`src/rtl/vec_store_unit.sv`:
```
// Vector strided store unit: walks the elements of one captured vector register
// and issues one memory write request per element, with a configurable byte stride.
module vec_store_unit #(
    parameter int XLEN  = 32,
    parameter int VLEN  = 512,
    parameter int VLMAX = 16,
    parameter int SEW   = 32,
    parameter int LMUL  = 1
) (
    input  logic                 clk,
    input  logic                 rst,
    input  logic [XLEN-1:0]      rs1_data,
    input  logic [XLEN-1:0]      rs2_data,
    input  logic                 stride_sel,
    input  logic                 st_inst,
    input  logic                 mew,
    input  logic [2:0]           width,
    input  logic [4:0]           vl,
    input  logic [VLEN*LMUL-1:0] vs3_data,
    output logic [XLEN-1:0]      lsu2mem_addr,
    output logic [SEW-1:0]       lsu2mem_data,
    output logic                 lsu2mem_wen,
    output logic [3:0]           lsu2mem_wmask,
    input  logic                 mem2lsu_ready,
    output logic                 busy,
    output logic                 is_stored,
    output logic                 store_err
);

    localparam int NELEM = (VLEN * LMUL) / SEW;
    localparam int IDX_W = 5;

    typedef enum logic [1:0] {
        S_IDLE,
        S_STORE,
        S_DONE
    } state_t;

    state_t                 state_q, state_d;
    logic [XLEN-1:0]        addr_q, addr_d;
    logic [SEW-1:0]         data_q, data_d;
    logic [3:0]             wmask_q, wmask_d;
    logic                   wen_q, wen_d;
    logic                   busy_q, busy_d;
    logic                   stored_q, stored_d;
    logic                   err_out_q, err_out_d;
    logic                   err_pend_q, err_pend_d;
    logic [XLEN-1:0]        stride_q, stride_d;
    logic [1:0]             esz_q, esz_d;
    logic [IDX_W-1:0]       vl_q, vl_d;
    logic [IDX_W-1:0]       idx_q, idx_d;
    logic [VLEN*LMUL-1:0]   vs3_q, vs3_d;

    logic                   width_ok;
    logic [1:0]             esz_in;
    logic                   bad_in;
    logic [VLEN*LMUL-1:0]   sel_vec;
    logic [IDX_W-1:0]       sel_idx;
    logic [1:0]             sel_esz;
    logic [SEW-1:0]         sel_elem;
    logic [SEW-1:0]         elem_keep;

    // Element size code: 0 = byte, 1 = halfword, 2 = word.
    function automatic logic [SEW-1:0] keep_mask(input logic [1:0] esz);
        case (esz)
            2'd0:    keep_mask = SEW'(8'hFF);
            2'd1:    keep_mask = SEW'(16'hFFFF);
            default: keep_mask = '1;
        endcase
    endfunction

    function automatic logic [3:0] wmask_of(input logic [1:0] esz);
        case (esz)
            2'd0:    wmask_of = 4'b0001;
            2'd1:    wmask_of = 4'b0011;
            default: wmask_of = 4'b1111;
        endcase
    endfunction

    function automatic logic [XLEN-1:0] unit_stride(input logic [1:0] esz);
        case (esz)
            2'd0:    unit_stride = XLEN'(1);
            2'd1:    unit_stride = XLEN'(2);
            default: unit_stride = XLEN'(4);
        endcase
    endfunction

    // Decode the requested element width and flag reserved encodings.
    always_comb begin
        width_ok = 1'b1;
        esz_in   = 2'd2;
        case (width)
            3'b000:  esz_in = 2'd0;
            3'b101:  esz_in = 2'd1;
            3'b110:  esz_in = 2'd2;
            default: width_ok = 1'b0;
        endcase
        bad_in = mew | ~width_ok | (vl > IDX_W'(VLMAX));
    end

    // Pick the element to present next: element 0 of the live input on capture,
    // otherwise the element after the current one from the captured copy.
    always_comb begin
        sel_vec = vs3_q;
        sel_idx = idx_q + IDX_W'(1);
        sel_esz = esz_q;
        if (state_q == S_IDLE) begin
            sel_vec = vs3_data;
            sel_idx = '0;
            sel_esz = esz_in;
        end
        sel_elem = '0;
        for (int i = 0; i < NELEM; i++) begin
            if (sel_idx == IDX_W'(i)) begin
                sel_elem = sel_vec[i*SEW +: SEW];
            end
        end
        elem_keep = sel_elem & keep_mask(sel_esz);
    end

    // Next-state and registered-output logic for the IDLE/STORE/DONE sequence.
    always_comb begin
        state_d    = state_q;
        addr_d     = addr_q;
        data_d     = data_q;
        wmask_d    = wmask_q;
        wen_d      = wen_q;
        busy_d     = busy_q;
        stored_d   = 1'b0;
        err_out_d  = 1'b0;
        err_pend_d = err_pend_q;
        stride_d   = stride_q;
        esz_d      = esz_q;
        vl_d       = vl_q;
        idx_d      = idx_q;
        vs3_d      = vs3_q;
        case (state_q)
            S_IDLE: begin
                if (st_inst) begin
                    vs3_d    = vs3_data;
                    vl_d     = vl;
                    esz_d    = esz_in;
                    idx_d    = '0;
                    stride_d = stride_sel ? unit_stride(esz_in) : rs2_data;
                    if (bad_in || (vl == '0)) begin
                        state_d    = S_DONE;
                        err_pend_d = bad_in;
                    end else begin
                        state_d = S_STORE;
                        wen_d   = 1'b1;
                        busy_d  = 1'b1;
                        addr_d  = rs1_data;
                        data_d  = elem_keep;
                        wmask_d = wmask_of(esz_in);
                    end
                end
            end
            S_STORE: begin
                if (mem2lsu_ready) begin
                    if (idx_q == (vl_q - IDX_W'(1))) begin
                        state_d = S_DONE;
                        wen_d   = 1'b0;
                        busy_d  = 1'b0;
                        addr_d  = '0;
                        data_d  = '0;
                        wmask_d = '0;
                    end else begin
                        idx_d  = idx_q + IDX_W'(1);
                        addr_d = addr_q + stride_q;
                        data_d = elem_keep;
                    end
                end
            end
            S_DONE: begin
                stored_d   = 1'b1;
                err_out_d  = err_pend_q;
                err_pend_d = 1'b0;
                state_d    = S_IDLE;
            end
            default: state_d = S_IDLE;
        endcase
    end

    // State registers; reset aborts any store in flight and clears every output.
    always_ff @(posedge clk or posedge rst) begin
        if (rst) begin
            state_q    <= S_IDLE;
            addr_q     <= '0;
            data_q     <= '0;
            wmask_q    <= '0;
            wen_q      <= 1'b0;
            busy_q     <= 1'b0;
            stored_q   <= 1'b0;
            err_out_q  <= 1'b0;
            err_pend_q <= 1'b0;
            stride_q   <= '0;
            esz_q      <= '0;
            vl_q       <= '0;
            idx_q      <= '0;
            vs3_q      <= '0;
        end else begin
            state_q    <= state_d;
            addr_q     <= addr_d;
            data_q     <= data_d;
            wmask_q    <= wmask_d;
            wen_q      <= wen_d;
            busy_q     <= busy_d;
            stored_q   <= stored_d;
            err_out_q  <= err_out_d;
            err_pend_q <= err_pend_d;
            stride_q   <= stride_d;
            esz_q      <= esz_d;
            vl_q       <= vl_d;
            idx_q      <= idx_d;
            vs3_q      <= vs3_d;
        end
    end

    assign lsu2mem_addr  = addr_q;
    assign lsu2mem_data  = data_q;
    assign lsu2mem_wmask = wmask_q;
    assign lsu2mem_wen   = wen_q;
    assign busy          = busy_q;
    assign is_stored     = stored_q;
    assign store_err     = err_out_q;

endmodule
```
`config.mk`:
```
export PLATFORM = sky130hd
export DESIGN_NAME = vec_store_unit
export DESIGN_NICKNAME = d
export VERILOG_FILES = /design/src/rtl/vec_store_unit.sv
export SDC_FILE = /design/constraint.sdc
export NUM_CORES = 2
export LEC_CHECK = 0
export CORE_MARGIN = 2
export CORE_UTILIZATION = 37
export DETAILED_ROUTE_END_ITERATION = 8
export MAX_ROUTING_LAYER = met4
export PLACE_DENSITY_LB_ADDON = 0.25
export SLEW_MARGIN = 20
export SYNTH_ARGS = -nofsm -noshare
export SYNTH_HDL_FRONTEND = slang
export SYNTH_SLANG_ARGS = --single-unit
```
`constraint.sdc`:
```
create_clock -name clk -period 30.9 [get_ports clk]
set_input_delay 9.27 -clock clk [delete_from_list [all_inputs] [get_ports clk]]
set_output_delay 9.27 -clock clk [all_outputs]
set_load 0.02 [all_outputs]
```
==> Word-level counts from Yosys, hierarchy flattened <==
Cells that the tools add are included.
{ "word_totals": {"out_inout_bits": 72, "regBits": 630, "input_bits": 590} }
{ "op_classes": {"eq_ne": 28, "n_mux": 59, "bitwise": 4, "magnitude_cmp": 1, "add_sub_neg": 3, "reduce_logical": 16} }
{ "op_table": {"columns": ["operator", "count"], "rows": [
  ["32-bit two-way mux", 25],
  ["512-bit two-way mux", 1],
  ["32-bit one-hot mux with 2 select lines", 3],
  ["5-bit by 4-bit equality test with 1-bit output (second input constant)", 8],
  ["32-bit adder", 1],
  ["32-bit AND", 1],
  ["5-bit by 3-bit equality test with 1-bit output (second input constant)", 4],
  ["5-bit two-way mux", 4],
  ["4-bit two-way mux", 4],
  ["4-bit one-hot mux with 2 select lines", 2],
  ["5-bit by 2-bit equality test with 1-bit output (second input constant)", 2],
  ["5-bit zero test", 2],
  ["2-bit two-way mux", 5],
  ["2-bit inequality test (second input constant)", 5],
  ["5-bit one-hot mux with 2 select lines", 1],
  ["1-bit two-way mux", 9],
  ["2-bit one-hot mux with 2 select lines", 2],
  ["4-bit AND reduction", 2],
  ["2-bit by 1-bit equality test with 1-bit output (second input constant)", 3],
  ["3-bit equality test (second input constant)", 2],
  ["2-bit zero test", 3],
  ["3-bit one-hot mux with 2 select lines", 1],
  ["3-bit AND reduction", 2],
  ["5-bit by 1-bit adder with 5-bit output (second input constant)", 1],
  ["15 further kinds", 18]
]} }

==> Depth between registers and ports, before layout <==
{ "depth": {"depth_word": 23, "ltp_mapped": 14} }

==> Worst setup path after synthesis <==
No wires, ideal clock.
{ "synth_timing": {"path_kind": "input to register", "start": "in vl[1]", "end": "reg data_q[19], in the netlist lsu2mem_data[19]", "n_path_buf": 1, "path_slack_ns": 19.600, "arrival_time_ns": 11.179, "path_stages": 9, "setup_time_ns": 0.121, "cell_sequence": "or4_1 -> nor2_1 -> nor4b_4 -> a21o_1 -> a32o_1 -> nand3_1 -> clkbuf_1 -> a31oi_1 -> a22o_1"} }
{ "synth_via": {"elab_chain_len": 5} }
{ "synth_rtl": {"columns": ["element", "line", "source"], "rows": [
  ["start, declared", "18", "input logic [4:0] vl,"],
  ["5-bit greater-than comparator", "98", "bad_in = mew | ~width_ok | (vl > IDX_W'(VLMAX));"],
  ["1-bit bitwise OR", "98", null],
  ["1-bit logical OR *", "145", "if (bad_in || (vl == '0)) begin"],
  ["2-bit inequality test (no line) *", null, null],
  ["4-bit AND reduction (no line) *", null, null],
  ["end signal, assigned", "204", "data_q <= data_d;"],
  ["end, declared", "41", "logic [SEW-1:0] data_q, data_d;"]
]} }
Mark *: on every way between the ends. The rest lies on a longest branch, timed or not.
A chain may end at the register's enable or synchronous reset.

==> Worst setup path in the final report <==
{ "layout_timing": {"start": "in st_inst", "end": "reg vs3_q[165]"} }
{ "layout_via": {"elab_chain_len": 1} }
{ "layout_rtl": {"columns": ["element", "line", "source"], "rows": [
  ["start, declared", "15", "input logic st_inst,"],
  ["2-bit AND reduction (no line)", null, null],
  ["end signal, assigned", "215", "vs3_q <= vs3_d;"],
  ["end, declared", "52", "logic [VLEN*LMUL-1:0] vs3_q, vs3_d;"]
]} }
Every way passes these cells.

==> impl_metrics.prom <==
# TYPE chip_impl_metric gauge
chip_impl_info{name="outcome",value="finished clean"} 1
chip_impl_metric{name="grt_antenna_before_repair",unit=""} 74
chip_impl_metric{name="count_of_pins_on_the_block_boundary",unit=""} 662
chip_impl_metric{name="drc",unit=""} 0
chip_impl_metric{name="ant_nets",unit=""} 0
chip_impl_metric{name="synth-compound-area-share",unit=""} 0.125
chip_impl_metric{name="timing.setup.tns",unit="ps"} 0
chip_impl_metric{name="vdd.ir_drop.worst",unit="V"} 0.0000590
chip_impl_metric{name="first_global_vias",unit=""} 30500
chip_impl_metric{name="synth_seq_cells",unit=""} 628
chip_impl_metric{name="cts.repair_timing.setup_buffer_count",unit=""} 0
chip_impl_metric{name="area_growth_syn_to_layout",unit="%"} 30.7
chip_impl_metric{name="post_synth_fa_ha_maj_area_fraction",unit=""} 0.0131
chip_impl_metric{name="slew_worst_pin",unit="ps"} 1190
chip_impl_metric{name="num_vias",unit=""} 31700
chip_impl_metric{name="hold-path-cell-count",unit=""} 2
chip_impl_metric{name="post_drt_via_cell_ratio",unit=""} 5.33
chip_impl_info{name="min_to",value="vs3_q[159]"} 1
chip_impl_info{name="cts_root_buffer",value="clkbuf_16"} 1
chip_impl_metric{name="final_period_minus_worst_setup_slack",unit="ps"} 13000
chip_impl_metric{name="gp_congestion",unit=""} 0.906
chip_impl_metric{name="clock.fmax",unit="MHz"} 76.9
chip_impl_metric{name="ys_warn_count",unit=""} 0
chip_impl_metric{name="buffer_ports.inserted",unit=""} 661
chip_impl_metric{name="die_w",unit="µm"} 302
chip_impl_metric{name="cts_made_buffers",unit=""} 75
chip_impl_metric{name="number_of_synthesized_flops_with_an_enable_pin",unit=""} 0
chip_impl_metric{name="met3RoutedLength",unit="mm"} 10.9
chip_impl_metric{name="overflow",unit=""} 0
chip_impl_metric{name="final_max_slew_viol_count",unit=""} 0
chip_impl_metric{name="avgRoutedWirePerCell",unit="µm"} 22.6
chip_impl_metric{name="power.density",unit="nW/µm²"} 86.0
chip_impl_metric{name="hold_viol_final",unit=""} 0
chip_impl_metric{name="grt_pass1_wl",unit="mm"} 197
chip_impl_metric{name="post_cts_resized",unit=""} 0
chip_impl_info{name="tritoncts",value="built"} 1
chip_impl_metric{name="unique_masters_post_synth",unit=""} 81
chip_impl_metric{name="timing.slew.headroom",unit=""} 0.206
chip_impl_metric{name="drv_cap",unit=""} 0
chip_impl_metric{name="post_cts_hold_buffer_count",unit=""} 0
chip_impl_metric{name="finClkSkew",unit="ps"} 20.6
chip_impl_metric{name="die-area",unit="µm²"} 91500
chip_impl_metric{name="crit_required",unit="ps"} 31440
chip_impl_metric{name="insertion_delay",unit="ps"} 610
chip_impl_metric{name="final_nets",unit=""} 5273
chip_impl_metric{name="async_flop_share",unit=""} 1.00
chip_impl_metric{name="power.leakage",unit="µW"} 0.0206
chip_impl_info{name="dr.max_layer_used",value="met4"} 1
chip_impl_info{name="setup_repair_after_global_routing_missed_its_margin",value="false"} 1
chip_impl_metric{name="synthesis.instances",unit=""} 4134
chip_impl_info{name="crit-reg2reg-capture",value="lsu2mem_data[27]"} 1
chip_impl_metric{name="fill_cells",unit=""} 8608
chip_impl_metric{name="finalSetupViolations",unit=""} 0
chip_impl_metric{name="post_synth_and_or_nand_nor_area_fraction",unit=""} 0.294
chip_impl_metric{name="grt_usage",unit=""} 0.295
chip_impl_info{name="synth_top_family_by_area",value="simple AND/OR/NAND/NOR gates"} 1
chip_impl_metric{name="synth.mux.area_fraction",unit=""} 0.0416
chip_impl_metric{name="post_route_cells_drive_above_1_share",unit=""} 0.0491
chip_impl_metric{name="routed-wl-met2",unit="mm"} 63.7
chip_impl_metric{name="worstPathMaxFanout",unit=""} 94
chip_impl_metric{name="clkSlewWorstSetupHoldPaths",unit="ps"} 60
chip_impl_metric{name="post_synth.cell_area_avg",unit="µm²"} 7.97
chip_impl_metric{name="final.setup.worst_slack",unit="ps"} 17900
chip_impl_metric{name="timing.hold.ws",unit="ps"} 467
chip_impl_info{name="worstSetupEndpointType",value="register"} 1
chip_impl_info{name="synthFlopType",value="dfrtp_1"} 1
chip_impl_metric{name="initial_core_util",unit=""} 0.373
chip_impl_metric{name="synthesis.area",unit="µm²"} 33000
chip_impl_metric{name="place_ws",unit="ps"} 17360
chip_impl_info{name="hold_path.class",value="register to register"} 1
chip_impl_metric{name="clock_tree.buffer_depth",unit=""} 3
chip_impl_metric{name="regToRegSetupSlack",unit="ps"} 25540
chip_impl_info{name="rr_startpoint",value="state_q[0]"} 1
chip_impl_metric{name="final_min_period_over_clock_period",unit=""} 0.421
chip_impl_metric{name="net_count_synth",unit=""} 4758
chip_impl_metric{name="routed_wirelength",unit="mm"} 135
chip_impl_metric{name="worst-r2r-cell-count",unit=""} 11
chip_impl_metric{name="cp_data_arrival_time",unit="ps"} 13540
chip_impl_metric{name="synth-xor-area-share",unit=""} 0.00976
chip_impl_info{name="crit_start_category",value="primary input"} 1
chip_impl_metric{name="area_of_the_core",unit="µm²"} 88400
chip_impl_info{name="critical_path_class",value="primary input to register"} 1
chip_impl_metric{name="row_count",unit=""} 109
chip_impl_metric{name="half_perimeter_wire_length_after_detailed_placement",unit="mm"} 95.2
chip_impl_metric{name="initialDrtViolationCount",unit=""} 3116
chip_impl_info{name="holdCritStartpoint",value="vs3_q[159]"} 1
chip_impl_metric{name="sequential_fraction_of_the_synthesis_area",unit=""} 0.477
chip_impl_metric{name="firstDrtPassIters",unit=""} 6
chip_impl_metric{name="routed_length_on_met1",unit="mm"} 54.1
chip_impl_metric{name="htree_levels",unit=""} 3
chip_impl_metric{name="cts.sink_count",unit=""} 628
chip_impl_metric{name="grt_start_max_net_pins",unit=""} 211
chip_impl_metric{name="height_of_the_die",unit="µm"} 302
==> stage by stage <==
step / std cells / instance area [µm²] / util / total power (µW)
after floorplan: 4134 / 33000 / - / 2270
after global placement: 5735 / 40300 / 0.456 / 2750
after detailed placement: 5737 / 40400 / 0.457 / 2780
after CTS: 5871 / 42900 / 0.485 / 3720
after global routing: 5941 / 43100 / 0.487 / 3940
final: 5947 / 43100 / 0.487 / 3710
==> critical path: stages <==
cell	delay (ps)
clkdlybuf4s50_1	500
nand2_4	650
buf_4	880
buf_4	880
buf_4	910
nand2_1	140
nand2_1	100
==> state kept, by name, summed over array words and instances, names as in the netlist, 3 cells and up <==
signal	flops
idx_q	5
lsu2mem_data	32
lsu2mem_addr	32
stride_q	32
vl_q	5
lsu2mem_wmask	3
vs3_q	512
==> power breakdown <==
| part | switching (µW) | internal (µW) |
|---|---|---|
| registers | 210 | 1160 |
| clock network | 374 | 557 |
| logic | 860 | 541 |
==> cell type report <==
class | count | area, µm² | area share
Sequential cell | 628 | 15700 | 0.365
Antenna cell | 76 | 190 | 0.00441
Timing Repair Buffer | 717 | 7110 | 0.165
Multi-Input combinational cell | 3208 | 16000 | 0.371
Inverter | 19 | 78.8 | 0.00183
Clock buffer | 109 | 2180 | 0.0505
Tap cell | 1165 | 1460 | 0.0338
Clock inverter | 25 | 359 | 0.00834
==> cell usage after synthesis, types with 28 or more instances <==
cell,number,area [µm²]
nand2_1,2078,7800
buf_2,89,445
dfrtp_1,628,15700
a21oi_1,212,1060
a31oi_1,50,313
a22o_1,35,307
nor2_1,76,285
nand3_1,59,295
o21ai_0,75,375
o22ai_1,40,250
nand3b_1,30,225
mux2i_1,102,1020
ha_1,33,413
nor3_1,28,140
clkbuf_1,155,582
==> how the worst max path moves through the flow <==
stage	startpoint	to	depth (start not counted)
final	st_inst	vs3_q[165]	7
after global routing	st_inst	vs3_q[34]	7
after detailed placement	st_inst	vs3_q[170]	7
after floorplan	rst	err_pend_q	1
after global placement	st_inst	vs3_q[1]	7
after CTS	st_inst	vs3_q[170]	7
==> layout by cell type (no fill, tap or decap), drive strengths merged, types with 14 or more instances in the layout <==
cell           Yosys  routed
and3              14      14
diode              0      76
nor4              25      25
o311ai            14      14
a21boi            15      15
mux4              15      15
a21oi            213     213
mux2i            102     102
o221ai            17      17
nor2              80      80
o21ai             82      82
clkdlybuf4s50      0     660
a22o              35      35
nand4             20      20
nand3b            30      30
ha                33      33
a21o              17      17
a22oi             17      17
xor2              16      16
clkbuf           155     109
dfrtp            628     628
o22ai             40      40
inv               19      22
a31oi             50      50
xnor2             19      19
a2111oi           26      26
nand2           2079    2079
a221o             17      17
buf              124      57
nor3              29      29
nand3             62      62
clkinv             0      14
==> per-layer routing <==
layer / vias up / GRT usage
li1: 14900 / -
met1: 15300 / 0.368
met2: 1227 / 0.458
met3: 254 / 0.0646
met4: 0 / 0.137
met5: - / -
==> cells by family after synthesis <==
group	after synthesis
xor gates and xnor gates	35
buffers and inverters	298
adders and majority gates	34
and+or+nand+nor	2394
muxes	118
AOI/OAI and AO/OA	627
DFF	628
(Power assumes the default switching activity.)
